File: src/rtl/vga_box_gen.sv
// Bouncing-square pixel generator stage behind vga_sync; colour and sync are registered together.
// Optional grid overlay is enabled by defining GRID_OVERLAY_EN.
module vga_box_gen #(
  parameter int         H_VIS      = 640,
  parameter int         V_VIS      = 480,
  parameter int         BOX_SIZE   = 32,
  parameter int         STEP       = 2,
  parameter logic [2:0] BOX_COLOR  = 3'b100,
  parameter logic [2:0] BG_COLOR   = 3'b001,
  parameter logic [2:0] GRID_COLOR = 3'b010
) (
  input  logic       clk,
  input  logic       reset,
  input  logic       run,
  input  logic       hsync_in,
  input  logic       vsync_in,
  input  logic [9:0] pix_x,
  input  logic [9:0] pix_y,
  output logic       hsync,
  output logic       vsync,
  output logic [2:0] rgb,
  output logic       frame_tick
);

  localparam logic        DIR_POS = 1'b0;
  localparam logic        DIR_NEG = 1'b1;
  localparam logic [10:0] X_MAX   = 11'(H_VIS - BOX_SIZE);
  localparam logic [10:0] Y_MAX   = 11'(V_VIS - BOX_SIZE);
  localparam logic [10:0] STEP11  = 11'(STEP);
  localparam logic [10:0] SIZE11  = 11'(BOX_SIZE);
  localparam logic [9:0]  H_VIS10 = 10'(H_VIS);
  localparam logic [9:0]  V_VIS10 = 10'(V_VIS);

  logic [9:0] box_x, box_y;
  logic       dir_x, dir_y;
  logic       tick_c, tick_d;
  logic       video_on, in_box;
  logic [10:0] nxt_x, nxt_y;
  logic [2:0]  pix_color;

  // One axis of motion, widened to 11 bits; returns {next_dir, next_pos}.
  function automatic logic [10:0] step_axis(input logic [9:0] pos, input logic dir,
                                            input logic [10:0] lim);
    logic [10:0] pos11;
    logic [10:0] np;
    pos11 = {1'b0, pos};
    np    = pos11 + STEP11;
    if (dir == DIR_POS) begin
      if (np >= lim) step_axis = {DIR_NEG, lim[9:0]};
      else           step_axis = {DIR_POS, np[9:0]};
    end else begin
      if (pos11 <= STEP11) step_axis = {DIR_POS, 10'd0};
      else                 step_axis = {DIR_NEG, pos - STEP11[9:0]};
    end
  endfunction

  assign nxt_x    = step_axis(box_x, dir_x, X_MAX);
  assign nxt_y    = step_axis(box_y, dir_y, Y_MAX);
  assign tick_c   = (pix_y == V_VIS10);
  assign video_on = (pix_x < H_VIS10) && (pix_y < V_VIS10);
  assign in_box   = ({1'b0, pix_x} >= {1'b0, box_x}) && ({1'b0, pix_x} < {1'b0, box_x} + SIZE11) &&
                    ({1'b0, pix_y} >= {1'b0, box_y}) && ({1'b0, pix_y} < {1'b0, box_y} + SIZE11);

  always_comb begin
    pix_color = BG_COLOR;
    if (!video_on)   pix_color = 3'b000;
    else if (in_box) pix_color = BOX_COLOR;
`ifdef GRID_OVERLAY_EN
    else if (pix_x[4:0] == 5'd0 || pix_y[4:0] == 5'd0) pix_color = GRID_COLOR;
`endif
  end

  always_ff @(posedge clk) begin
    if (reset) begin
      hsync      <= 1'b0;
      vsync      <= 1'b0;
      rgb        <= 3'b000;
      frame_tick <= 1'b0;
      tick_d     <= 1'b0;
      box_x      <= 10'd0;
      box_y      <= 10'd0;
      dir_x      <= DIR_POS;
      dir_y      <= DIR_POS;
    end else begin
      hsync      <= hsync_in;
      vsync      <= vsync_in;
      rgb        <= pix_color;
      tick_d     <= tick_c;
      frame_tick <= tick_c & ~tick_d;
      // frame_tick only rises in vertical blanking, so the box never moves mid-frame
      if (frame_tick && run) begin
        {dir_x, box_x} <= nxt_x;
        {dir_y, box_y} <= nxt_y;
      end
    end
  end

endmodule

File: config.mk
export PLATFORM = sky130hd
export DESIGN_NAME = vga_box_gen
export DESIGN_NICKNAME = d
export VERILOG_FILES = /design/src/rtl/vga_box_gen.sv
export SDC_FILE = /design/constraint.sdc
export NUM_CORES = 1
export LEC_CHECK = 0
export ABC_AREA = 1
export CAP_MARGIN = 25
export CORE_ASPECT_RATIO = 0.7
export CORE_MARGIN = 8
export CORE_UTILIZATION = 35
export DETAILED_ROUTE_END_ITERATION = 10
export GPL_ROUTABILITY_DRIVEN = 0
export GPL_TIMING_DRIVEN = 1
export MAX_ROUTING_LAYER = met4
export PLACE_DENSITY = 0.5
export SLEW_MARGIN = 5
export SYNTH_ARGS = -nofsm -noshare
export SYNTH_HDL_FRONTEND = slang
export SYNTH_SLANG_ARGS = --single-unit
File: constraint.sdc
create_clock -name clk -period 2.4 [get_ports clk]
set_input_delay 0.6 -clock clk [delete_from_list [all_inputs] [get_ports clk]]
set_output_delay 0.6 -clock clk [all_outputs]
set_load 0.02 [all_outputs]
==> results of run 1 <==
[cell usage after synthesis, types with 2 or more instances]
cell / instances / area, sq um
buf_4: 5 / 37.5
clkbuf_1: 3 / 11.3
a21oi_1: 39 / 195
o21ai_0: 24 / 120
ha_1: 38 / 475
or2_2: 3 / 18.8
nand3_1: 33 / 165
nor2_2: 5 / 31.3
nor3_1: 3 / 15.0
nand3_2: 2 / 20.0
inv_2: 8 / 30.0
nand4_1: 13 / 81.3
o21a_1: 3 / 22.5
inv_1: 34 / 128
o211ai_1: 3 / 22.5
nor2_1: 43 / 161
a21oi_2: 2 / 17.5
xor2_1: 20 / 175
nor2_4: 3 / 33.8
o21ai_1: 4 / 20.0
nand2_1: 87 / 327
nand2_2: 4 / 25.0
dfxtp_1: 26 / 521
[area by class of cell]
cell class	instances	area [sq um]	area share, %
multi-input combinational	338	2000	61.9
clock buffer	3	41.3	1.28
timing repair buffer	38	355	11.0
clock inverter	1	30.0	0.927
tap	101	126	3.90
inverter	43	161	4.98
sequential	26	520	16.1
[layout by cell type, fill, tap and decap left out, types with 2 or more instances in the layout]
| cell type | n |
|---|---|
| a21oi_1 | 39 |
| a21oi_2 | 2 |
| buf_4 | 10 |
| clkbuf_8 | 3 |
| clkdlybuf4s50_1 | 28 |
| dfxtp_1 | 26 |
| ha_1 | 38 |
| inv_1 | 34 |
| inv_2 | 8 |
| nand2_1 | 87 |
| nand2_2 | 4 |
| nand3_1 | 33 |
| nand3_2 | 2 |
| nand4_1 | 13 |
| nor2_1 | 43 |
| nor2_2 | 5 |
| nor2_4 | 3 |
| nor3_1 | 3 |
| o211ai_1 | 3 |
| o21a_1 | 3 |
| o21ai_0 | 24 |
| o21ai_1 | 4 |
| or2_2 | 3 |
| xor2_1 | 20 |
[where the power goes]
group / internal [mW] / switching [mW]
combinational: 0.0769 / 0.0713
clock: 0.224 / 0.159
sequential: 0.434 / 0.000952
[per-layer routing]
metal  part of all wire (%)  vias up  track usage (%)  wire length [microns]
met5                      0        -                -                      0
met4                   0.66        0             2.46                     53
met3                    4.9        5             2.37                    395
met2                     35       76             18.6                   2770
met1                     60     1207             25.5                   4790
li1                       -     1457                -                      -
[logic make-up (layout without fill, tap and decap cells)]
logic type | Yosys count | after routing | synth area share (%)
simple gates | 200 | 200 | 33.4
fa+ha+maj | 38 | 38 | 17.3
xor+xnor | 21 | 21 | 6.70
other cells | 1 | 1 | 0.137
buf+inv | 53 | 85 | 8.03
compound gates | 78 | 78 | 15.5
flops | 26 | 26 | 19.0
[flip-flops by register name, indices dropped and copies added (netlist names)]
signal      cells
box_y           9
hsync           1
dir_y           1
vsync           1
rgb             2
dir_x           1
box_x           9
frame_tick      1
tick_d          1
[worst register-to-register path, cell delays in order (launching register included)]
cell and delay, ps:
dfxtp_1 490, ha_1 290, nand3_1 160, xor2_1 200
ha_1 290, nand2_1 60, nor2_1 160, nand4_1 100
nor2_1 160, nor2_1 80, a21oi_1 150
[worst max path at each step]
stage | startpoint | to
detailed placement | pix_x[5] | rgb[0]$_SDFF_PP0_
CTS | box_x[5]$_SDFFE_PP0P_ | rgb[0]$_SDFF_PP0_
finish | box_x[5]$_SDFFE_PP0P_ | rgb[0]$_SDFF_PP0_
global placement | pix_x[5] | rgb[2]$_SDFF_PP0_
floorplan | box_x[5]$_SDFFE_PP0P_ | rgb[2]$_SDFF_PP0_
global route | box_x[5]$_SDFFE_PP0P_ | rgb[0]$_SDFF_PP0_
[through the flow]
step	utilization (%)	hold WS [ps]	area, sq um	setup WS (ps)	instances
CTS	41.9	401	3240	218	550
global route	41.9	404	3240	57.4	550
global placement	40.9	382	3170	88.6	546
finish	41.9	396	3240	216	550
floorplan	-	373	2740	495	417
detailed placement	40.9	387	3170	61.7	546
==> flow_summary.toml, run 1 <==
[status]
status = "finished clean"

[clock_tree]
ctsHtreeMaxLevel = 1
numCtsBuffers = 3
cts_resized = 0
numClockSinks = 26
clk_pin_slew_ps = 100
cts_buffer_depth = 2
cts_setup_buffers = 0
cts_root_buf = "clkbuf_8"
clock_latency_ps = 280
hold_buffers = 0
cts_tree = "yes"

[yosys]
synthArstFlopShare_pct = 0
syn_inst = 417
syn-num-nets = 480
yosysWarnings = 0
avgSynthCellArea_sq_um = 6.58
ys_seq_area_share_pct = 19.0
ys_types = 35
syn_area_sq_um = 2740
synth_seq_cells = 26
synth_edf_count = 0
ys.flop_type = "dfxtp_1"

[floorplan]
fp-row-count = 27
initial_utilization_pct = 35.5
io_pins = 31
die_area_sq_um = 11000
die_y_microns = 90.1
fp.dieW_microns = 122
coreArea_sq_um = 7740

[sta]
maxSlewViolCount = 0
post-route-min-period_ps = 2180
finalSetupTns_ps = 0
grt_setup_unrepaired = "no"
finalHoldViolations = 0
setup_viol = 0
period_share_pct = 91.0
fmax_ghz = 0.458
skew_ps = 8.22

[hold_path]
min_path_cells = 1
hold_path_class = "reg2reg"
worstHoldStart = "tick_d$_SDFF_PP0_"
worstHoldEndpoint = "frame_tick$_SDFF_PP0_"

[critical_path]
path_delay_family = "simple AND/OR/NAND/NOR gates"
ff2ff_path_depth = 10
critPathSlowestCell = "dfxtp_1"
r2r-end = "rgb[0]$_SDFF_PP0_"
cp.depth = 10
cp.buffers_inverters = 0
worstReg2RegStart = "box_x[5]$_SDFFE_PP0P_"
critPathRequiredTime_ps = 2610
slowest_delay_ps = 490
critPathMaxFanout = 6
cp_cell_sequence = "ha_1 > nand3_1 > xor2_1 > ha_1 > nand2_1 > nor2_1 > nand4_1 > nor2_1 > nor2_1 > a21oi_1"
cp-end-kind = "flip-flop"
worstPathArrival_ps = 2400
crit_top_cell = "nor2_1"
cp-start-kind = "flip-flop"
critPathKind = "reg2reg"
r2r_slack_ps = 220

[routing]
first_iter_violations = 135
viasPerCell = 4.99
wl_microns = 8010
ant_nets = 0
vias = 2745
drtPass1Iterations = 4
route.detailed.drc = 0
wire_per_inst_microns = 14.6

[power_and_ir_drop]
powerDensity_nw_per_um2 = 298
totalPowerFinal_uw = 966
p_leak_nw = 1.42
ir_worst_vdd_mv = 0.200

[global_routing]
overflow = 0
antenna_found_initial = 0
grt_usage_pct = 15.5
grt_max_degree = 16
grt_pass1_vias = 2618
grt_first_pass_wirelength_microns = 13500

[finish]
drive_gt1_share_pct = 10.0
area_delta_synth_final_pct = 18.0
antennaDiodeCount = 0
finalNetCount = 513
fillerInstances = 825

[placed_design]
portBuffers = 28
detailed_place_hpwl_microns = 6570

[job]
maxCapViolations = 0
No activity file was read; power rests on OpenSTA's default activity.
==> run 2, diff against run 1 <==
--- a/config.mk
+++ b/config.mk
@@ -9,12 +9,13 @@
 export CAP_MARGIN = 25
 export CORE_ASPECT_RATIO = 0.7
 export CORE_MARGIN = 8
-export CORE_UTILIZATION = 35
+export CORE_UTILIZATION = 51
 export DETAILED_ROUTE_END_ITERATION = 10
 export GPL_ROUTABILITY_DRIVEN = 0
 export GPL_TIMING_DRIVEN = 1
 export MAX_ROUTING_LAYER = met4
-export PLACE_DENSITY = 0.5
+export PLACE_DENSITY = 0.69
+export SKIP_CTS_REPAIR_TIMING = 1
 export SLEW_MARGIN = 5
 export SYNTH_ARGS = -nofsm -noshare
 export SYNTH_HDL_FRONTEND = slang
==> run 2 against run 1 <==
Compared with the run above: design area fell by 1.9%; sequential share of layout area rose by 0.31 points; utilization rose by 19 points; sequential power barely moved; routed wire length fell by 8.4%; global-route usage rose by 3.3 points; first-iteration DRC count rose by 63%; die area fell by 27%; combinational power barely moved.
==> flow_summary.toml, run 2 (synthesis gave the netlist of run 1 again) <==
[floorplan]
fp-row-count = 22
io_pins = 31
coreArea_sq_um = 5200
fp.dieW_microns = 104
die_y_microns = 77.4
initial_utilization_pct = 52.7
die_area_sq_um = 8020

[routing]
viasPerCell = 5.50
drtPass1Iterations = 5
dr_wl_met2_microns = 2730
first_iter_violations = 220
wl_microns = 7340
wl_met1_microns = 3980
top_layer_used = "met4"
route.detailed.drc = 0
met3_wirelength_microns = 584
ant_nets = 0
vias = 2840
wire_per_inst_microns = 14.2

[sta]
finalSetupTns_ps = 0
setup_viol = 0
grt_setup_unrepaired = "no"
holdWs_ps = 421
post-route-min-period_ps = 2240
skew_ps = 14.7
maxSlewViolCount = 0
fmax_ghz = 0.446
finalHoldViolations = 0
period_share_pct = 93.3

[clock_tree]
clock_latency_ps = 290
numCtsBuffers = 3
clk_pin_slew_ps = 110
cts_buffer_depth = 2
cts_root_buf = "clkbuf_8"
numClockSinks = 26
ctsHtreeMaxLevel = 1
cts_tree = "yes"

[finish]
layout_commonest_cell = "nand2_1"
layout_common_cells = "nand2_1 (87), nor2_1 (43), a21oi_1 (39)"
antennaDiodeCount = 0
finalNetCount = 508
area_delta_synth_final_pct = 15.8
drive_gt1_share_pct = 9.01
fin_cells = 516
final_core_util_pct = 61.1
reg_top3 = "box_x (9), box_y (9), rgb (2)"

[power_and_ir_drop]
totalPowerFinal_uw = 961
powerDensity_nw_per_um2 = 302
ir_worst_vdd_mv = 0.245
p_leak_nw = 1.40

[placed_design]
dp.cells = 512
detailed_place_hpwl_microns = 5960
portBuffers = 28

[global_routing]
grt_pass1_vias = 2510
antenna_found_initial = 0
overflow = 0
grt_max_degree = 18
grt_usage_pct = 18.8
grt_first_pass_wirelength_microns = 12400

[critical_path]
critPathRequiredTime_ps = 2610
worstPathArrival_ps = 2450
critPathMaxFanout = 5
cp-end-kind = "flip-flop"
critPathKind = "reg2reg"
cp-start-kind = "flip-flop"

[hold_path]
hold_path_class = "reg2reg"

[status]
status = "finished clean"

[job]
maxCapViolations = 0
[run 2: worst max-delay path, stage by stage (launching register included)]
cell and delay (ps):
dfxtp_1 460, inv_1 190, ha_1 310, inv_1 40
ha_1 290, inv_1 40, or2_2 280, o21ai_0 180
nand2_1 70, o211ai_1 80, nor2_1 90, a21oi_1 140
[run 2: per-layer routing]
layer	track usage, %	up-vias
met1	28.3	1278
met5	-	-
met2	24.3	110
li1	-	1445
met3	4.54	7
met4	2.88	0
[run 2: area by class of cell]
class	count	area (sq um)
Timing Repair Buffer	33	330
Sequential cell	26	520
Tap cell	72	90.1
Clock inverter	1	30.0
Inverter	43	161
Fill cell	485	2030
Multi-Input combinational cell	338	2000
Clock buffer	3	41.3
[run 2: final timing paths]
| check | startpoint | endpoint | slack (ps) | depth (start not counted) |
|---|---|---|---|---|
| worst max-delay path | box_x[6]$_SDFFE_PP0P_ | rgb[0]$_SDFF_PP0_ | 160 | 11 |
| worst min-delay path | tick_d$_SDFF_PP0_ | frame_tick$_SDFF_PP0_ | 420 | 1 |
| worst max register to register | box_x[6]$_SDFFE_PP0P_ | rgb[0]$_SDFF_PP0_ | 160 | 11 |
| worst min register to register | tick_d$_SDFF_PP0_ | frame_tick$_SDFF_PP0_ | 420 | 1 |
[run 2: power breakdown]
group	internal [mW]	switching, mW	leakage (nW)
clock	0.224	0.154	0.0357
sequential	0.434	0.000925	0.210
combinational	0.0773	0.0707	1.15
[run 2: metrics by stage]
step                instance area (sq um)  worst slack, ps
finish                               3180              160
floorplan                            2740              495
global placement                     3110              128
detailed placement                   3110             80.1
global route                         3180             36.5
CTS                                  3180              192
